**config.mk**
```make
export PLATFORM = sky130hd
export DESIGN_NAME = vc_circular_buffer
export DESIGN_NICKNAME = d
export VERILOG_FILES = /design/src/rtl/vc_circular_buffer.sv
export SDC_FILE = /design/constraint.sdc
export NUM_CORES = 1
export LEC_CHECK = 0
export CELL_PAD_IN_SITES_DETAIL_PLACEMENT = 2
export CELL_PAD_IN_SITES_GLOBAL_PLACEMENT = 2
export CORE_UTILIZATION = 42
export DETAILED_ROUTE_END_ITERATION = 7
export PLACE_DENSITY_LB_ADDON = 0.25
export SLEW_MARGIN = 20
export SYNTH_ARGS = -nofsm -noshare
export SYNTH_HDL_FRONTEND = slang
export SYNTH_SLANG_ARGS = --single-unit
```
**constraint.sdc**
```tcl
create_clock -name clk -period 6.5 [get_ports clk]
set_input_delay 0.975 -clock clk [delete_from_list [all_inputs] [get_ports clk]]
set_output_delay 0.975 -clock clk [all_outputs]
set_load 0.02 [all_outputs]
```
**src/rtl/vc_circular_buffer.sv**
```systemverilog
// Multi-VC router input buffer: one circular FIFO per virtual channel, registered
// single-port read, per-VC full/empty and hysteretic on/off credit back-pressure.
module vc_circular_buffer #(
  parameter int FLIT_W   = 32,
  parameter int NUM_VC   = 4,
  parameter int BUF_SIZE = 8,
  parameter int OFF_TH   = 6,
  parameter int ON_TH    = 3,
  localparam int VC_W    = (NUM_VC > 1) ? $clog2(NUM_VC) : 1,
  localparam int PTR_W   = $clog2(BUF_SIZE),
  localparam int CNT_W   = PTR_W + 1
) (
  input  logic              clk,
  input  logic              rst,
  input  logic [FLIT_W-1:0] input_Data,
  input  logic              write_i,
  input  logic [VC_W-1:0]   write_vc_i,
  input  logic              read_i,
  input  logic [VC_W-1:0]   read_vc_i,
  output logic [FLIT_W-1:0] output_Data,
  output logic              output_valid,
  output logic [NUM_VC-1:0] buf_empty,
  output logic [NUM_VC-1:0] buf_full,
  output logic [NUM_VC-1:0] buf_On_Off,
  output logic              overflow_o,
  output logic              underflow_o
);

  logic [FLIT_W-1:0] mem [NUM_VC][BUF_SIZE];
  logic [PTR_W-1:0]  wr_ptr [NUM_VC];
  logic [PTR_W-1:0]  rd_ptr [NUM_VC];
  logic [CNT_W-1:0]  count [NUM_VC];
  logic [CNT_W-1:0]  count_nxt [NUM_VC];
  logic [NUM_VC-1:0] wr_sel, rd_sel, on_off;
  logic [FLIT_W-1:0] rd_data_p0;
  logic              wr_any, rd_any;

  // Stage 0: accept decisions. An index that matches no VC selects nothing, so
  // out-of-range requests fall through to the drop/ignore path.
  always_comb begin
    rd_sel     = '0;
    wr_sel     = '0;
    rd_data_p0 = '0;
    for (int v = 0; v < NUM_VC; v++) begin
      if (read_i && (read_vc_i == VC_W'(v)) && (count[v] != '0)) begin
        rd_sel[v]  = 1'b1;
        rd_data_p0 = mem[v][rd_ptr[v]];
      end
    end
    // A full VC still takes a write when the same cycle frees one of its slots.
    for (int v = 0; v < NUM_VC; v++) begin
      if (write_i && (write_vc_i == VC_W'(v)) &&
          ((count[v] != CNT_W'(BUF_SIZE)) || rd_sel[v]))
        wr_sel[v] = 1'b1;
    end
    for (int v = 0; v < NUM_VC; v++) begin
      count_nxt[v] = count[v];
      case ({wr_sel[v], rd_sel[v]})
        2'b10:   count_nxt[v] = count[v] + 1'b1;
        2'b01:   count_nxt[v] = count[v] - 1'b1;
        default: count_nxt[v] = count[v];
      endcase
    end
  end

  assign wr_any = |wr_sel;
  assign rd_any = |rd_sel;

  always_comb begin
    buf_empty = '0;
    buf_full  = '0;
    for (int v = 0; v < NUM_VC; v++) begin
      buf_empty[v] = (count[v] == '0);
      buf_full[v]  = (count[v] == CNT_W'(BUF_SIZE));
    end
  end

  assign buf_On_Off = on_off;

  // Stage 1: pointer, occupancy, credit and output registers.
  always_ff @(posedge clk or posedge rst) begin
    if (rst) begin
      for (int v = 0; v < NUM_VC; v++) begin
        wr_ptr[v] <= '0;
        rd_ptr[v] <= '0;
        count[v]  <= '0;
      end
      on_off       <= '1;
      output_Data  <= '0;
      output_valid <= 1'b0;
      overflow_o   <= 1'b0;
      underflow_o  <= 1'b0;
    end else begin
      for (int v = 0; v < NUM_VC; v++) begin
        if (wr_sel[v]) wr_ptr[v] <= wr_ptr[v] + 1'b1;
        if (rd_sel[v]) rd_ptr[v] <= rd_ptr[v] + 1'b1;
        count[v] <= count_nxt[v];
        // Hysteresis keeps the credit line from chattering around one threshold.
        if (on_off[v]) begin
          if (count_nxt[v] >= CNT_W'(OFF_TH)) on_off[v] <= 1'b0;
        end else begin
          if (count_nxt[v] <= CNT_W'(ON_TH)) on_off[v] <= 1'b1;
        end
      end
      output_valid <= rd_any;
      if (rd_any) output_Data <= rd_data_p0;
      if (write_i && !wr_any) overflow_o  <= 1'b1;
      if (read_i && !rd_any)  underflow_o <= 1'b1;
    end
  end

  always_ff @(posedge clk) begin
    for (int v = 0; v < NUM_VC; v++) begin
      if (wr_sel[v]) mem[v][wr_ptr[v]] <= input_Data;
    end
  end

endmodule

```
==> metrics.txt <==
Final Critical Period=4.17 ns; GRT Total Usage=between 20% and 30%; Setup Crit Path Kind=in2reg; post-cts resize count=0; HP Class=reg2reg; max frequency=~0.24 GHz; CTS tree=built; Final Cycle Share=64.1%; count leader, synth=edfxtp_1; Worst setup EP type=flip-flop; Worst-Skew Late Latency=approximately 0.73 ns; grt total ovfl=0; num ports=87; Vias per Instance=~6; Syn Area/Cell=21.7 um^2; Placer Congestion=between 0.7 and 0.8; Final Hold Vio Count=0; CTS buffer count=roughly 120; final hold slack=between 0.4 and 0.5 ns; site row count=116; status=completed; RSZ-0062 raised after global routing=false; WP data required=about 7 ns; Final setup viols=0; leading area contributor after synthesis=edfxtp_1; Slew Viols, Final=0; Power Density=approximately 400 mW/mm^2; antenna cell count=0; largest net degree at the start of global routing=67; EDFF count, synth=between 1000 and 1500; core region area=about 0.10 mm^2; Synth Warn #=0; critical path buffer and inverter count=2; layout net count=about 2200; number of DRC markers in iteration 0=between 1500 and 2000; worst vdd ir=approximately 0.30 mV; Worst Skew=roughly 0.036 ns; Detailed Routing Iterations Pass 1=4; die width=roughly 320 um; Die H=320 um; CP Cell Sequence=clkdlybuf4s50_1 > nand3_1 > a31oi_1 > nand2_1 > nor2_4 > buf_4; leak pwr=roughly 0.015 uW; Max H-tree Level=3; ranking of synthesized cells by area=edfxtp_1 (73%), mux4_2 (13%), dfrtp_1 (4.4%); Syn Nets=between 2000 and 2500; max_slew headroom=between 20 and 30%; first-pass GRT wire length=~180000 um; count of cell types in the netlist=just over 60; DRC errors left=0; CP max stage delay=around 0.93 ns; Sink Count=~1100; Synth top cells by count=edfxtp_1 (1024), mux4_2 (248), dfrtp_1 (75), mux2i_1 (66), nor2_1 (62); Synth-to-Final Area Change=14.6%; CTS max path bufs=3; Starting Density=around 42%; post-synthesis sequential area ratio=between 70% and 80%; vias in the first global route=between 20000 and 25000; layout cells sized above 1=~25%; DRT Wirelength=~120000 um; setup bufs post-CTS=0; Multi-input gate area=between 0.009 and 0.01 mm^2; Synth Flop Type=edfxtp_1; Arr. time, crit path=4.56 ns; total chip power=20000 uW; hold buffers post-CTS=0; antenna viol nets, final=0; Post-Synthesis Cells=slightly below 2000; post-synth top area share=between 70% and 80%; Clock Pin Slew Worst Setup and Hold Paths=~0.06 ns; Worst-Margin Slew=around 1.1 ns; post-DR wirelength/cell=35.4 um; synthesized cell area=around 0.042 mm^2; die area=slightly above 0.1 mm^2; Detail Placement HPWL=between 70000 and 80000 um; Async S/R FF share, synth=between 7 and 8%; CTS root buf=clkbuf_16; CP Launch Type=input port; max-cap check violation count=0; port bufs=between 80 and 90; TNS Setup=0 ns; FILL cells=between 8000 and 9000; CP max FO=19; register bit count reported by yosys=1103; Via Count=roughly 21000; initial antenna violation count=3; CP max-delay cell=a31oi_1; delay-heaviest family, CP=simple AND/OR/NAND/NOR gates; register area=between 0.03 and 0.04 mm^2
## placed cells by master, fill, tap and decap left out, types with 6 or more instances in the layout
cell type,netlist,layout
xor2_1,7,7
nor3_1,24,9
o22a_1,8,8
buf_4,3,57
ha_1,16,16
nor2_1,62,52
nor3_2,0,15
mux4_2,248,248
clkinv_2,0,20
clkbuf_1,49,32
o22ai_1,8,8
clkbuf_8,0,14
buf_2,27,28
a41oi_1,24,24
inv_1,12,11
o211ai_1,10,10
nor4_2,1,6
xnor2_1,22,22
dfrtp_1,75,66
nand2_1,47,47
nor2_4,0,8
a22oi_1,57,57
clkbuf_16,0,116
mux2i_1,66,66
nand2b_1,7,6
clkinv_1,0,22
edfxtp_1,1024,1024
clkdlybuf4s50_1,0,58
o311ai_1,8,8
a221oi_1,24,24
a21oi_1,8,8
## state kept, by name, indices dropped and copies added (netlist names)
signal and count:
count 16, buf_On_Off 4, underflow_o 1, overflow_o 1, output_Data 32, mem 1024
wr_ptr 12, rd_ptr 12, output_valid 1
## area by class of cell
class | count | share of cell area, %
Clock buffer | 162 | 6.62
Clock inverter | 54 | 0.845
Inverter | 16 | 0.129
Multi-Input combinational cell | 733 | 19.3
Sequential cell | 1103 | 67.4
Tap cell | 1298 | 3.34
Timing Repair Buffer | 143 | 2.36
## logic make-up (layout without fill, tap and decap cells)
family / count (synthesis) / count (layout) / share of synthesized area (%)
adder cells (fa/ha/maj): 20 / 20 / 0.661
flip-flops: 1103 / 1103 / 77.2
AND/OR/NAND/NOR: 192 / 192 / 2.32
AO/OA/AOI/OAI: 172 / 172 / 3.14
multiplexers: 320 / 320 / 14.9
XOR/XNOR: 29 / 29 / 0.599
buffers and inverters: 113 / 375 / 1.14
## metrics by stage
step                cell area [um^2]  instances  worst slack (ns)  util [%]
finish                         48600       3509              2.33      48.6
global route                   48600       3509              2.22      48.6
CTS                            48700       3509              2.37      48.7
detailed placement             45100       3293              1.65      45.1
global placement               45100       3293              2.04      45.1
floorplan                      42400       1949              1.03         -
## worst paths after layout
path                                         from                      to  slack, ns  cells after the start
setup / recovery                           read_i    mem[3][14]$_DFFE_PP_       2.33                      6
hold reg to reg            overflow_o$_DFFE_PP0P_  overflow_o$_DFFE_PP0P_       0.47                      1
hold / removal             overflow_o$_DFFE_PP0P_  overflow_o$_DFFE_PP0P_       0.47                      1
max in group asynchronous                     rst   rd_ptr[4]$_DFFE_PP0N_       4.40                      3
setup reg to reg               count[4]$_DFF_PP0_     mem[2][2]$_DFFE_PP_       3.18                      6
min in group asynchronous                     rst   wr_ptr[8]$_DFFE_PP0P_       0.69                      2
## routing by layer
layer	wire [um]	share of wire [%]	up-vias	GRT usage (%)
met1	50200	40	11600	31.8
met3	7070	5.7	190	4.67
li1	-	-	8542	-
met2	63900	51	721	42.7
met4	3160	2.5	2	6.60
met5	13	0.010	-	0
## where the power goes
| group | switching [uW] | total [uW] | internal (uW) |
|---|---|---|---|
| combinational | 2250 | 4370 | 2120 |
| sequential | 976 | 9240 | 8270 |
| clock | 2820 | 6380 | 3570 |
(Power assumes the default switching activity.)
